==> src/rtl/uart_rx_frame_ctrl.sv <==
// rtl/uart_rx_frame_ctrl.sv - frames the UART receiver byte stream into checked payload packets
// Optional checksum byte and CHECK state are built when UART_FRAME_CHECKSUM_EN is defined.
module uart_rx_frame_ctrl #(
    parameter int         CLKS_PER_BIT = 434,
    parameter int         TIMEOUT_BITS = 20,
    parameter int         MAX_LEN      = 16,
    parameter logic [7:0] SYNC_BYTE    = 8'hA5
) (
    input  logic       i_Clock,
    input  logic       i_Reset,
    input  logic       i_RX_DV,
    input  logic [7:0] i_RX_Byte,
    output logic       o_Out_Valid,
    input  logic       i_Out_Ready,
    output logic [7:0] o_Out_Byte,
    output logic       o_Out_Last,
    output logic       o_Err_Pulse,
    output logic [1:0] o_Err_Code
);
    localparam int          IDX_W     = (MAX_LEN > 1) ? $clog2(MAX_LEN) : 1;
    localparam int          LEN_W     = IDX_W + 1;
    localparam logic [23:0] TO_TERM   = 24'(CLKS_PER_BIT * TIMEOUT_BITS - 1);
    localparam logic [7:0]  MAX_LEN_B = 8'(MAX_LEN);

    localparam logic [1:0] ERR_OVERRUN  = 2'b00;
`ifdef UART_FRAME_CHECKSUM_EN
    localparam logic [1:0] ERR_CHECKSUM = 2'b01;
`endif
    localparam logic [1:0] ERR_TIMEOUT  = 2'b10;
    localparam logic [1:0] ERR_LENGTH   = 2'b11;

    typedef enum logic [2:0] {
        HUNT    = 3'd0,
        LEN     = 3'd1,
        PAYLOAD = 3'd2,
`ifdef UART_FRAME_CHECKSUM_EN
        CHECK   = 3'd3,
`endif
        DRAIN   = 3'd4
    } state_t;

    state_t             state;
    state_t             state_next;
    logic [LEN_W-1:0]   len;
    logic [LEN_W-1:0]   len_m1;
    logic [IDX_W-1:0]   wptr;
    logic [IDX_W-1:0]   rptr;
    logic [23:0]        to_cnt;
    logic [7:0]         buffer [MAX_LEN];
`ifdef UART_FRAME_CHECKSUM_EN
    logic [7:0]         sum;
`endif

    logic               counting;
    logic               to_term;
    logic               len_ok;
    logic               pay_last;
    logic               drain_last;
    logic               err_set;
    logic [1:0]         err_val;

    assign len_m1     = len - LEN_W'(1);
    assign counting   = (state == LEN) || (state == PAYLOAD)
`ifdef UART_FRAME_CHECKSUM_EN
                        || (state == CHECK)
`endif
                        ;
    assign to_term    = counting && (to_cnt == TO_TERM);
    assign len_ok     = (i_RX_Byte != 8'h00) && (i_RX_Byte <= MAX_LEN_B);
    assign pay_last   = ({1'b0, wptr} == len_m1);
    assign drain_last = ({1'b0, rptr} == len_m1);

    always_ff @(posedge i_Clock) begin
        if (i_Reset) begin
            state <= HUNT;
        end else begin
            state <= state_next;
        end
    end

    // An arriving byte always takes priority over a simultaneous timeout.
    always_comb begin
        state_next = state;
        case (state)
            HUNT: begin
                if (i_RX_DV && (i_RX_Byte == SYNC_BYTE)) begin
                    state_next = LEN;
                end
            end
            LEN: begin
                if (i_RX_DV) begin
                    state_next = len_ok ? PAYLOAD : HUNT;
                end else if (to_term) begin
                    state_next = HUNT;
                end
            end
            PAYLOAD: begin
                if (i_RX_DV) begin
                    if (pay_last) begin
`ifdef UART_FRAME_CHECKSUM_EN
                        state_next = CHECK;
`else
                        state_next = DRAIN;
`endif
                    end
                end else if (to_term) begin
                    state_next = HUNT;
                end
            end
`ifdef UART_FRAME_CHECKSUM_EN
            CHECK: begin
                if (i_RX_DV) begin
                    state_next = (i_RX_Byte == sum) ? DRAIN : HUNT;
                end else if (to_term) begin
                    state_next = HUNT;
                end
            end
`endif
            DRAIN: begin
                if (i_Out_Ready && drain_last) begin
                    state_next = HUNT;
                end
            end
            default: state_next = HUNT;
        endcase
    end

    always_comb begin
        o_Out_Valid = 1'b0;
        o_Out_Byte  = 8'h00;
        o_Out_Last  = 1'b0;
        err_set     = 1'b0;
        err_val     = ERR_OVERRUN;
        case (state)
            LEN: begin
                if (i_RX_DV) begin
                    if (!len_ok) begin
                        err_set = 1'b1;
                        err_val = ERR_LENGTH;
                    end
                end else if (to_term) begin
                    err_set = 1'b1;
                    err_val = ERR_TIMEOUT;
                end
            end
            PAYLOAD: begin
                if (!i_RX_DV && to_term) begin
                    err_set = 1'b1;
                    err_val = ERR_TIMEOUT;
                end
            end
`ifdef UART_FRAME_CHECKSUM_EN
            CHECK: begin
                if (i_RX_DV) begin
                    if (i_RX_Byte != sum) begin
                        err_set = 1'b1;
                        err_val = ERR_CHECKSUM;
                    end
                end else if (to_term) begin
                    err_set = 1'b1;
                    err_val = ERR_TIMEOUT;
                end
            end
`endif
            DRAIN: begin
                o_Out_Valid = 1'b1;
                o_Out_Byte  = buffer[rptr];
                o_Out_Last  = drain_last;
                if (i_RX_DV) begin
                    err_set = 1'b1;
                    err_val = ERR_OVERRUN;
                end
            end
            default: ;
        endcase
    end

    always_ff @(posedge i_Clock) begin
        if (i_Reset) begin
            len         <= '0;
            wptr        <= '0;
            rptr        <= '0;
            to_cnt      <= '0;
            o_Err_Pulse <= 1'b0;
            o_Err_Code  <= ERR_OVERRUN;
`ifdef UART_FRAME_CHECKSUM_EN
            sum         <= 8'h00;
`endif
        end else begin
            o_Err_Pulse <= err_set;
            if (err_set) begin
                o_Err_Code <= err_val;
            end
            // Cleared on terminal count too, so HUNT always sees an idle counter.
            if (!counting || i_RX_DV || to_term) begin
                to_cnt <= '0;
            end else begin
                to_cnt <= to_cnt + 24'd1;
            end
            case (state)
                LEN: begin
                    if (i_RX_DV && len_ok) begin
                        len  <= i_RX_Byte[LEN_W-1:0];
                        wptr <= '0;
                        rptr <= '0;
`ifdef UART_FRAME_CHECKSUM_EN
                        sum  <= i_RX_Byte;
`endif
                    end
                end
                PAYLOAD: begin
                    if (i_RX_DV) begin
                        wptr <= wptr + IDX_W'(1);
`ifdef UART_FRAME_CHECKSUM_EN
                        sum  <= sum + i_RX_Byte;
`endif
                    end
                end
                DRAIN: begin
                    if (i_Out_Ready) begin
                        rptr <= rptr + IDX_W'(1);
                    end
                end
                default: ;
            endcase
        end
    end

    always_ff @(posedge i_Clock) begin
        if ((state == PAYLOAD) && i_RX_DV) begin
            buffer[wptr] <= i_RX_Byte;
        end
    end

endmodule

==> config.mk <==
export PLATFORM = sky130hd
export DESIGN_NAME = uart_rx_frame_ctrl
export DESIGN_NICKNAME = d
export VERILOG_FILES = /design/src/rtl/uart_rx_frame_ctrl.sv
export SDC_FILE = /design/constraint.sdc
export NUM_CORES = 1
export LEC_CHECK = 0
export CORE_MARGIN = 5
export CORE_UTILIZATION = 39
export CTS_CLUSTER_SIZE = 14
export DETAILED_ROUTE_END_ITERATION = 10
export DONT_BUFFER_PORTS = 1
export SYNTH_ARGS = -nofsm -noshare
export SYNTH_HDL_FRONTEND = slang
export SYNTH_SLANG_ARGS = --single-unit
==> constraint.sdc <==
create_clock -name i_Clock -period 5.8 [get_ports i_Clock]
set_input_delay 0.87 -clock i_Clock [delete_from_list [all_inputs] [get_ports i_Clock]]
set_output_delay 0.87 -clock i_Clock [all_outputs]
set_load 0.01 [all_outputs]
==> results of run 1 <==
power breakdown:
part | total [W] | internal, W | switching, W
combinational | 0.00000301 | 0.00000149 | 0.00000153
sequential | 0.00134 | 0.00134 | 0.0000000704
clock | 0.00118 | 0.000720 | 0.000462
total | 0.00253 | 0.00206 | 0.000463
cells by family after synthesis:
logic type | after synthesis | synth area share [%]
XOR/XNOR | 33 | 3.99
AND/OR/NAND/NOR | 160 | 11.6
buffers and inverters | 36 | 2.28
AO/OA/AOI/OAI | 24 | 2.11
multiplexers | 42 | 12.7
adder cells (fa/ha/maj) | 7 | 1.21
flip-flops | 175 | 66.1
state kept, by name, summed over array words and instances, names as in the netlist, named ones only:
name and flops:
wptr 4, len 5, o_Err_Code 2, to_cnt 24
buffer 128, o_Err_Pulse 1, rptr 4, state 3
layout make-up:
cell class	instances	area (sq um)
clock buffer	18	429
sequential	175	4790
timing repair buffer	6	45.0
multi-input combinational	266	2360
tap	229	287
fill	1597	10000
clock inverter	14	191
inverter	12	45.0
metrics by stage:
step	cells	utilization [%]	area (sq um)	setup WS (ns)	hold WS, ns
finish	720	44.8	8140	2.20	0.481
global placement	688	41.4	7520	2.61	0.452
floorplan	477	-	7240	2.96	0.438
global route	720	44.8	8140	1.97	0.491
CTS	720	44.8	8140	2.12	0.480
detailed placement	688	41.4	7520	2.57	0.471
layout by cell type (no fill, tap or decap), types with 3 or more instances in the layout:
cell / instances
a21oi_1: 11
and2_1: 9
and3_1: 14
buf_4: 6
bufinv_16: 4
clkbuf_16: 17
clkinv_4: 3
clkinvlp_4: 3
dfxtp_1: 46
edfxtp_1: 128
ha_1: 7
inv_1: 12
mux4_2: 40
nand2_1: 34
nand2b_1: 3
nand3_1: 18
nand4_1: 8
nor2_1: 31
nor3_1: 13
nor4_1: 4
nor4_4: 4
o21ai_0: 3
or3_1: 4
or4_1: 4
xnor2_1: 9
xor2_1: 24
per-layer routing:
layer  share of wire (%)  up-vias  routed length, microns
met5                   0        -                       0
met4                0.74        0                     112
met3                 6.3       12                     958
met2                  47      115                    7110
met1                  46     2060                    6960
li1                    -     1827                       -
path summary, 6_finish.rpt:
kind               from            end  slack [ns]
min           to_cnt[0]      to_cnt[0]        0.48
max reg2reg  to_cnt[11]     to_cnt[10]        3.19
min reg2reg   to_cnt[0]      to_cnt[0]        0.48
max            register  o_Out_Byte[3]        2.20
worst register-to-register path: cells and delay by family (launching register included):
family           cells  cell delay, ns
DFF                  1            0.32
and+or+nand+nor      5            2.15
==> results.json, run 1 <==
{
  "area_growth_pct": 12.4,
  "cts_resized": 0,
  "num_rows": 49,
  "design.core.area_sq_mm": 0.0181,
  "gp_congestion": 0.823,
  "track_usage_pct": 14.7,
  "grt_pass1_wl_microns": 23900,
  "cp-start-kind": "register",
  "power.density_mw_per_mm2": 310,
  "crit_type": "reg -> out",
  "syn_nets": 496,
  "relSlewSlack_pct": 21.6,
  "period_minus_slack_ns": 3.60,
  "avgSynthCellArea_sq_um": 15.2,
  "hp-class": "reg -> reg",
  "ir_worst_vdd_uv": 230,
  "rsz0062_at_grt": "false",
  "yosys-top-cells-count": "edfxtp_1 (128), dfxtp_1 (47), mux4_2 (40), nand2_1 (34), nor2_1 (31)",
  "grt_max_degree": 33,
  "cts_tree": "done",
  "holdPathStages": 1,
  "crit_chain": "buf_4 -> mux4_2 -> mux4_2 -> and2_1",
  "critPathRequiredTime_ns": 4.93,
  "hold_viol_final": 0,
  "clkLatencyLatePin_ns": 0.41,
  "cap_violations": 0,
  "grt_use_met3_pct": 4.09,
  "fin_nets": 497,
  "fin_crit_sh_pct": 62.1,
  "reg2regPathDepth": 5,
  "cts_sinks": 175,
  "maxClockFrequency_ghz": 0.278,
  "critical_path_depth": 4,
  "cts_setup_buffers": 0,
  "first_pass_iters": 5,
  "synthTopCellsByArea": "edfxtp_1 (53%), dfxtp_1 (13%), mux4_2 (12%), xor2_1 (2.9%), nand2_1 (1.8%)",
  "clk_pin_slew_worst_paths_ns": 0.06,
  "finalMaxSlewViolations": 0,
  "skew_ns": 0.00668,
  "overflow": 0,
  "status": "complete, no violations",
  "worst_path_most_repeated_cell": "mux4_2",
  "end_kind": "primary output",
  "antenna_left": 0,
  "clk_path_buf_depth": 2,
  "grt_use_met2_pct": 22.3,
  "gr-max-usage-layer": "met2",
  "ys_seq_area_share_pct": 66.1,
  "start_util_pct": 39.9,
  "die_h_microns": 146,
  "tightest_slew_ns": 1.17,
  "die_width_microns": 146,
  "synth.most_common_cell": "edfxtp_1",
  "cts_root_buffer": "clkbuf_16",
  "gr-usage-met1_pct": 21.4,
  "path_max_fanout": 23,
  "drc": 0,
  "antenna_cells": 0,
  "synth_seq_cells": 175,
  "tns_ns": 0,
  "synth_top_cell_by_area": "edfxtp_1",
  "portBuffers": 0,
  "crit_slowest_cell": "mux4_2",
  "drt-total-wl_microns": 15100,
  "crit_family": "multiplexers",
  "setup_viol": 0,
  "drive_gt1_share_pct": 18.1,
  "cp.arrival_ns": 2.73,
  "ctsHoldBuffers": 0,
  "max_stage_delay_ns": 0.56,
  "path_buf_inv": 1,
  "wl_per_cell_microns": 21.0,
  "synthesis.area_sq_mm": 0.00724,
  "via_count": 4014,
  "antenna_found_initial": 0,
  "synth_top_cell_area_share_pct": 53.1,
  "die_area_sq_mm": 0.0214,
  "viasPerCell": 5.58,
  "p_leak_nw": 2.53,
  "synth-edff-count": 128,
  "ys.flop_type": "edfxtp_1",
  "async_flop_share_pct": 0,
  "dpl.hpwl_microns": 9860,
  "cts_made_buffers": 17,
  "grt_pass1_vias": 4044,
  "ys_types": 46,
  "total_power_w": 0.00253,
  "yosys_warnings": 0,
  "h-tree-depth": 4,
  "synthCells": 477,
  "drt-initial-drc-count": 316,
  "boundaryPins": 25
}
(Power assumes the default switching activity.)
==> run 2: changes to the inputs <==
clock period = 3.74 ns   (was 5.8 ns; I/O delays follow)
==> results.json, run 2 (same netlist as run 1, synthesis figures left out) <==
{
  "status": "complete, no violations",
  "die_h_microns": 146,
  "antenna_found_initial": 0,
  "fin_nets": 501,
  "setup_viol": 0,
  "finalMaxSlewViolations": 0,
  "swShare_pct": 17.9,
  "relSlewSlack_pct": 31.2,
  "clk_path_buf_depth": 2,
  "dp.cells": 692,
  "cap_violations": 0,
  "r2r_slack_ns": 1.09,
  "final_common_cell": "edfxtp_1",
  "drt-initial-drc-count": 344,
  "fin_util_pct": 44.8,
  "skew_ns": 0.00687,
  "cp.arrival_ns": 2.56,
  "portBuffers": 0,
  "ir_worst_vdd_uv": 320,
  "mostFrequentLayoutCells": "edfxtp_1 (128), dfxtp_1 (46), mux4_2 (40), nand2_1 (34), nor2_1 (31)",
  "clk_pin_slew_worst_paths_ns": 0.06,
  "placed_area_sq_mm": 0.00756,
  "cts_resized": 0,
  "cts_root_buffer": "clkbuf_16",
  "cts_sinks": 175,
  "ctsHoldBuffers": 0,
  "fin_crit_sh_pct": 83.4,
  "track_usage_pct": 14.5,
  "total_power_w": 0.00380,
  "max_flop_register": "buffer",
  "gp_congestion": 0.819,
  "boundaryPins": 25,
  "cts_setup_buffers": 0,
  "viasPerCell": 5.59,
  "power.density_mw_per_mm2": 467,
  "via_count": 4038,
  "p_sw_w": 0.000681,
  "antenna_cells": 0,
  "path_max_fanout": 21,
  "grt_pass1_vias": 3907,
  "first_pass_iters": 5,
  "power.internal_w": 0.00312,
  "cts_made_buffers": 17,
  "tightest_slew_ns": 1.02,
  "clockPowerShare_pct": 45.2,
  "overflow": 0,
  "largest_reg_flops": 128,
  "seqCellArea_sq_mm": 0.00479,
  "n_fill_cell": 1575,
  "hp-class": "in -> reg",
  "grt_pass1_wl_microns": 23400,
  "h-tree-depth": 4,
  "tns_ns": 0,
  "multi_input_area_sq_mm": 0.00236,
  "p_comb_share_pct": 0.1,
  "antenna_left": 0,
  "design_area_sq_mm": 0.00814,
  "p_seq_share_pct": 54.7,
  "drive_gt1_share_pct": 17.8,
  "dpl.hpwl_microns": 9830,
  "start_util_pct": 39.9,
  "period_minus_slack_ns": 3.12,
  "critPathRequiredTime_ns": 3.18,
  "end_kind": "primary output",
  "cts_tree": "done",
  "die_width_microns": 146,
  "die_area_sq_mm": 0.0214,
  "cp-start-kind": "register",
  "drc": 0,
  "maxClockFrequency_ghz": 0.320,
  "wl_per_cell_microns": 20.6,
  "largestRegisters": "buffer (128), to_cnt (24), len (5)",
  "fin_cells": 723,
  "clkLatencyLatePin_ns": 0.41,
  "num_rows": 49,
  "grt_max_degree": 33,
  "area_growth_pct": 12.4,
  "drt-total-wl_microns": 14900,
  "hold_viol_final": 0,
  "p_leak_nw": 2.54,
  "crit_type": "reg -> out",
  "design.core.area_sq_mm": 0.0181,
  "rsz0062_at_grt": "false"
}
-- run 2: cell count changes in the layout (fill, tap and decap cells not counted), sizes merged --
cell,previous run,this run
bufinv,4,3
inv,13,12
buf,6,10
clkinvlp,4,1
clkinv,5,8
clkbuf,18,19
-- run 2: through the flow --
stage                     hold WS (ns)  setup slack [ns]
after floorplan                  0.438              1.21
after global placement           0.451              1.03
after detailed placement         0.465              1.02
after CTS                        0.190             0.563
after global routing             0.183             0.469
final                            0.211             0.619
-- run 2: cell type report --
type / instances / share of cell area, %
Sequential cell: 175 / 58.8
Multi-Input combinational cell: 266 / 28.9
Clock buffer: 19 / 5.32
Tap cell: 229 / 3.52
Clock inverter: 12 / 1.78
Timing Repair Buffer: 10 / 1.08
Inverter: 12 / 0.553
-- run 2: power groups by stage --
stage | Sequential (W) | Clock, W | Combinational (W)
after floorplan | 0.00212 | 0 | 0.00000631
after global placement | 0.00212 | 0 | 0.00000445
after detailed placement | 0.00212 | 0 | 0.00000446
after CTS | 0.00208 | 0.00175 | 0.00000448
after global routing | 0.00208 | 0.00184 | 0.00000491
final | 0.00208 | 0.00172 | 0.00000450
-- run 2: worst paths after layout --
kind,from,endpoint,cells after the start
setup / recovery,register,o_Out_Byte[3],4
hold / removal,i_Reset,o_Err_Pulse,1
setup reg to reg,to_cnt[11],to_cnt[14],5
hold reg to reg,to_cnt[0],to_cnt[0],1
-- run 2: critical path: stages, from the launching register on --
cell and delay, ns:
dfxtp_2 0.62, buf_12 0.26, mux4_2 0.51, mux4_2 0.51, and2_1 0.22
-- run 2: per-layer routing --
layer	routed length, microns	GRT usage (%)	share of wire, %	vias to the layer above
met4	141	3.53	0.94	0
met1	6630	20.4	44	2032
met2	7120	22.5	48	151
met5	0	0	0	-
li1	-	-	-	1842
met3	1030	3.84	6.9	13
==> run 3: changes to the inputs <==
ABC_AREA = 1   (was not set)
clock period = 2.6 ns   (was 3.74 ns; I/O delays follow)
==> results.json, run 3 <==
{
  "status": "complete, no violations",
  "min_from": "i_Reset",
  "avgSynthCellArea_sq_um": 10.3,
  "clkLatencyLatePin_ns": 0.42,
  "synth_seq_cells": 175,
  "ys_types": 35,
  "num_rows": 51,
  "wl_per_cell_microns": 17.2,
  "ir_worst_vdd_uv": 460,
  "clk_pin_slew_worst_paths_ns": 0.07,
  "hold_viol_final": 0,
  "ys_seq_area_share_pct": 63.0,
  "design_area_sq_mm": 0.00859,
  "drc": 0,
  "cp.arrival_ns": 2.08,
  "viasPerCell": 5.19,
  "start_util_pct": 39.3,
  "tns_ns": 0,
  "gp_congestion": 0.810,
  "cts_sinks": 175,
  "synthTopCellsByArea": "edfxtp_1 (51%), dfxtp_1 (12%), nor2_1 (6.4%), o21ai_0 (4.7%), nand2_1 (4.5%)",
  "p_leak_nw": 2.84,
  "tightest_slew_ns": 0.661,
  "skew_ns": 0.0120,
  "die_width_microns": 150,
  "ys.flop_type": "edfxtp_1",
  "final_common_cell": "nor2_1",
  "first_pass_iters": 5,
  "h-tree-depth": 4,
  "reg2regPathDepth": 4,
  "power.density_mw_per_mm2": 668,
  "overflow": 0,
  "yosys_warnings": 0,
  "cap_violations": 0,
  "synthCells": 740,
  "via_count": 5371,
  "path_max_fanout": 18,
  "mostFrequentLayoutCells": "nor2_1 (129), edfxtp_1 (128), nand2_1 (92), o21ai_0 (71), inv_1 (54)",
  "grt_pass1_wl_microns": 28400,
  "largestRegisters": "buffer (128), to_cnt (24), len (5)",
  "rsz0062_at_grt": "false",
  "cts_made_buffers": 17,
  "hold_end": "state[0]",
  "synth_top_cell_area_share_pct": 50.6,
  "drt-initial-drc-count": 501,
  "end_kind": "primary output",
  "synth_top_cell_by_area": "edfxtp_1",
  "ctsHoldBuffers": 0,
  "async_flop_share_pct": 0,
  "hp-class": "in -> reg",
  "maxClockFrequency_ghz": 0.405,
  "antenna_cells": 0,
  "crit_type": "reg -> out",
  "setup_viol": 0,
  "antenna_found_initial": 0,
  "placed_area_sq_mm": 0.00800,
  "holdPathStages": 1,
  "relSlewSlack_pct": 55.8,
  "design.core.area_sq_mm": 0.0193,
  "drive_gt1_share_pct": 10.5,
  "fin_crit_sh_pct": 95.0,
  "drt-total-wl_microns": 17800,
  "period_minus_slack_ns": 2.47,
  "r2r_start": "state[1]",
  "cts_setup_buffers": 0,
  "grt_max_degree": 57,
  "dpl.hpwl_microns": 11900,
  "finalMaxSlewViolations": 0,
  "largest_reg_flops": 128,
  "r2r_slack_ns": 0.55,
  "cp-start-kind": "register",
  "grt_pass1_vias": 5155,
  "track_usage_pct": 16.5,
  "synth.most_common_cell": "nor2_1",
  "area_growth_pct": 13.1,
  "synthesis.area_sq_mm": 0.00760,
  "reg2reg_to": "buffer[9][0]",
  "cts_tree": "done",
  "synth-edff-count": 128,
  "die_h_microns": 150,
  "max_flop_register": "buffer",
  "fin_nets": 775,
  "yosys-top-cells-count": "nor2_1 (129), edfxtp_1 (128), nand2_1 (92), o21ai_0 (71), inv_1 (53)",
  "cts_root_buffer": "clkbuf_16",
  "die_area_sq_mm": 0.0224,
  "portBuffers": 0,
  "antenna_left": 0,
  "cts_resized": 0,
  "critPathRequiredTime_ns": 2.21,
  "clk_path_buf_depth": 2,
  "boundaryPins": 25,
  "syn_nets": 759
}
[run 3: changes by cell type in the layout (fill, tap and decap cells not counted), moves of 11 or more]
cell,change
mux4_2,-40
o21ai_0,+68
and3_1,-14
xor2_1,-15
inv_1,+42
o211ai_1,+12
nand3_1,+17
a21oi_1,+20
o221ai_1,+20
nand2_1,+58
o22ai_1,+11
nor2_1,+98
buf_4,+13
[run 3: kinds of logic after synthesis]
group,after synthesis,synth area share (%)
xor gates and xnor gates,12,1.38
and+or+nand+nor,304,18.0
DFF,175,63.0
buffers and inverters,85,4.51
AOI/OAI and AO/OA,157,12.0
adders and majority gates,7,1.15
[run 3: metal layers]
metal  GRT usage [%]  vias to the layer above  part of all wire [%]
met5               0                        -                     0
met4            4.67                        0                   1.2
met3            4.06                       14                   6.9
met2            25.0                      181                    45
met1            23.7                     2534                    47
li1                -                     2642                     -
[run 3: cell type report]
class	instances	area, sq um
Clock buffer	22	497
Multi-Input combinational cell	480	2470
Inverter	59	224
Sequential cell	175	4790
Clock inverter	10	101
Tap cell	265	332
Fill cell	1801	10700
Timing Repair Buffer	23	185
[run 3: report_power, final]
| part | switching [W] | internal (W) |
|---|---|---|
| sequential | 0.0000125 | 0.00300 |
| clock | 0.00107 | 0.00147 |
| combinational | 0.000131 | 0.0000563 |
| total | 0.00122 | 0.00453 |
[run 3: worst max-delay path by stage]
stage          startpoint  slack, ns  depth (start not counted)             to
3_5_place_dp     state[1]       0.56                          4   buffer[9][3]
5_1_grt          register      0.007                          5  o_Out_Byte[5]
3_3_place_gp     state[1]       0.58                          4   buffer[9][3]
6_report         register       0.13                          6  o_Out_Byte[5]
4_1_cts          register       0.13                          5  o_Out_Byte[3]
2_1_floorplan      len[0]       0.88                          8     o_Out_Last
[run 3: worst max-delay path, cell delays in order, from the launching register on]
cell	delay [ns]
dfxtp_1	0.44
inv_1	0.14
buf_4	0.22
o21ai_0	0.12
o22ai_1	0.26
o211ai_1	0.15
a21oi_1	0.31
[run 3: through the flow]
step | hold slack, ns | utilization [%] | instances | total power, W | setup WS, ns
2_1_floorplan | 0.429 | - | 740 | 0.00321 | 0.883
3_3_place_gp | 0.442 | 41.4 | 1002 | 0.00326 | 0.581
3_5_place_dp | 0.452 | 41.4 | 1002 | 0.00326 | 0.560
4_1_cts | 0.00954 | 44.4 | 1034 | 0.00579 | 0.126
5_1_grt | 0.00925 | 44.4 | 1034 | 0.00595 | 0.00678
6_report | 0.0321 | 44.4 | 1034 | 0.00574 | 0.129
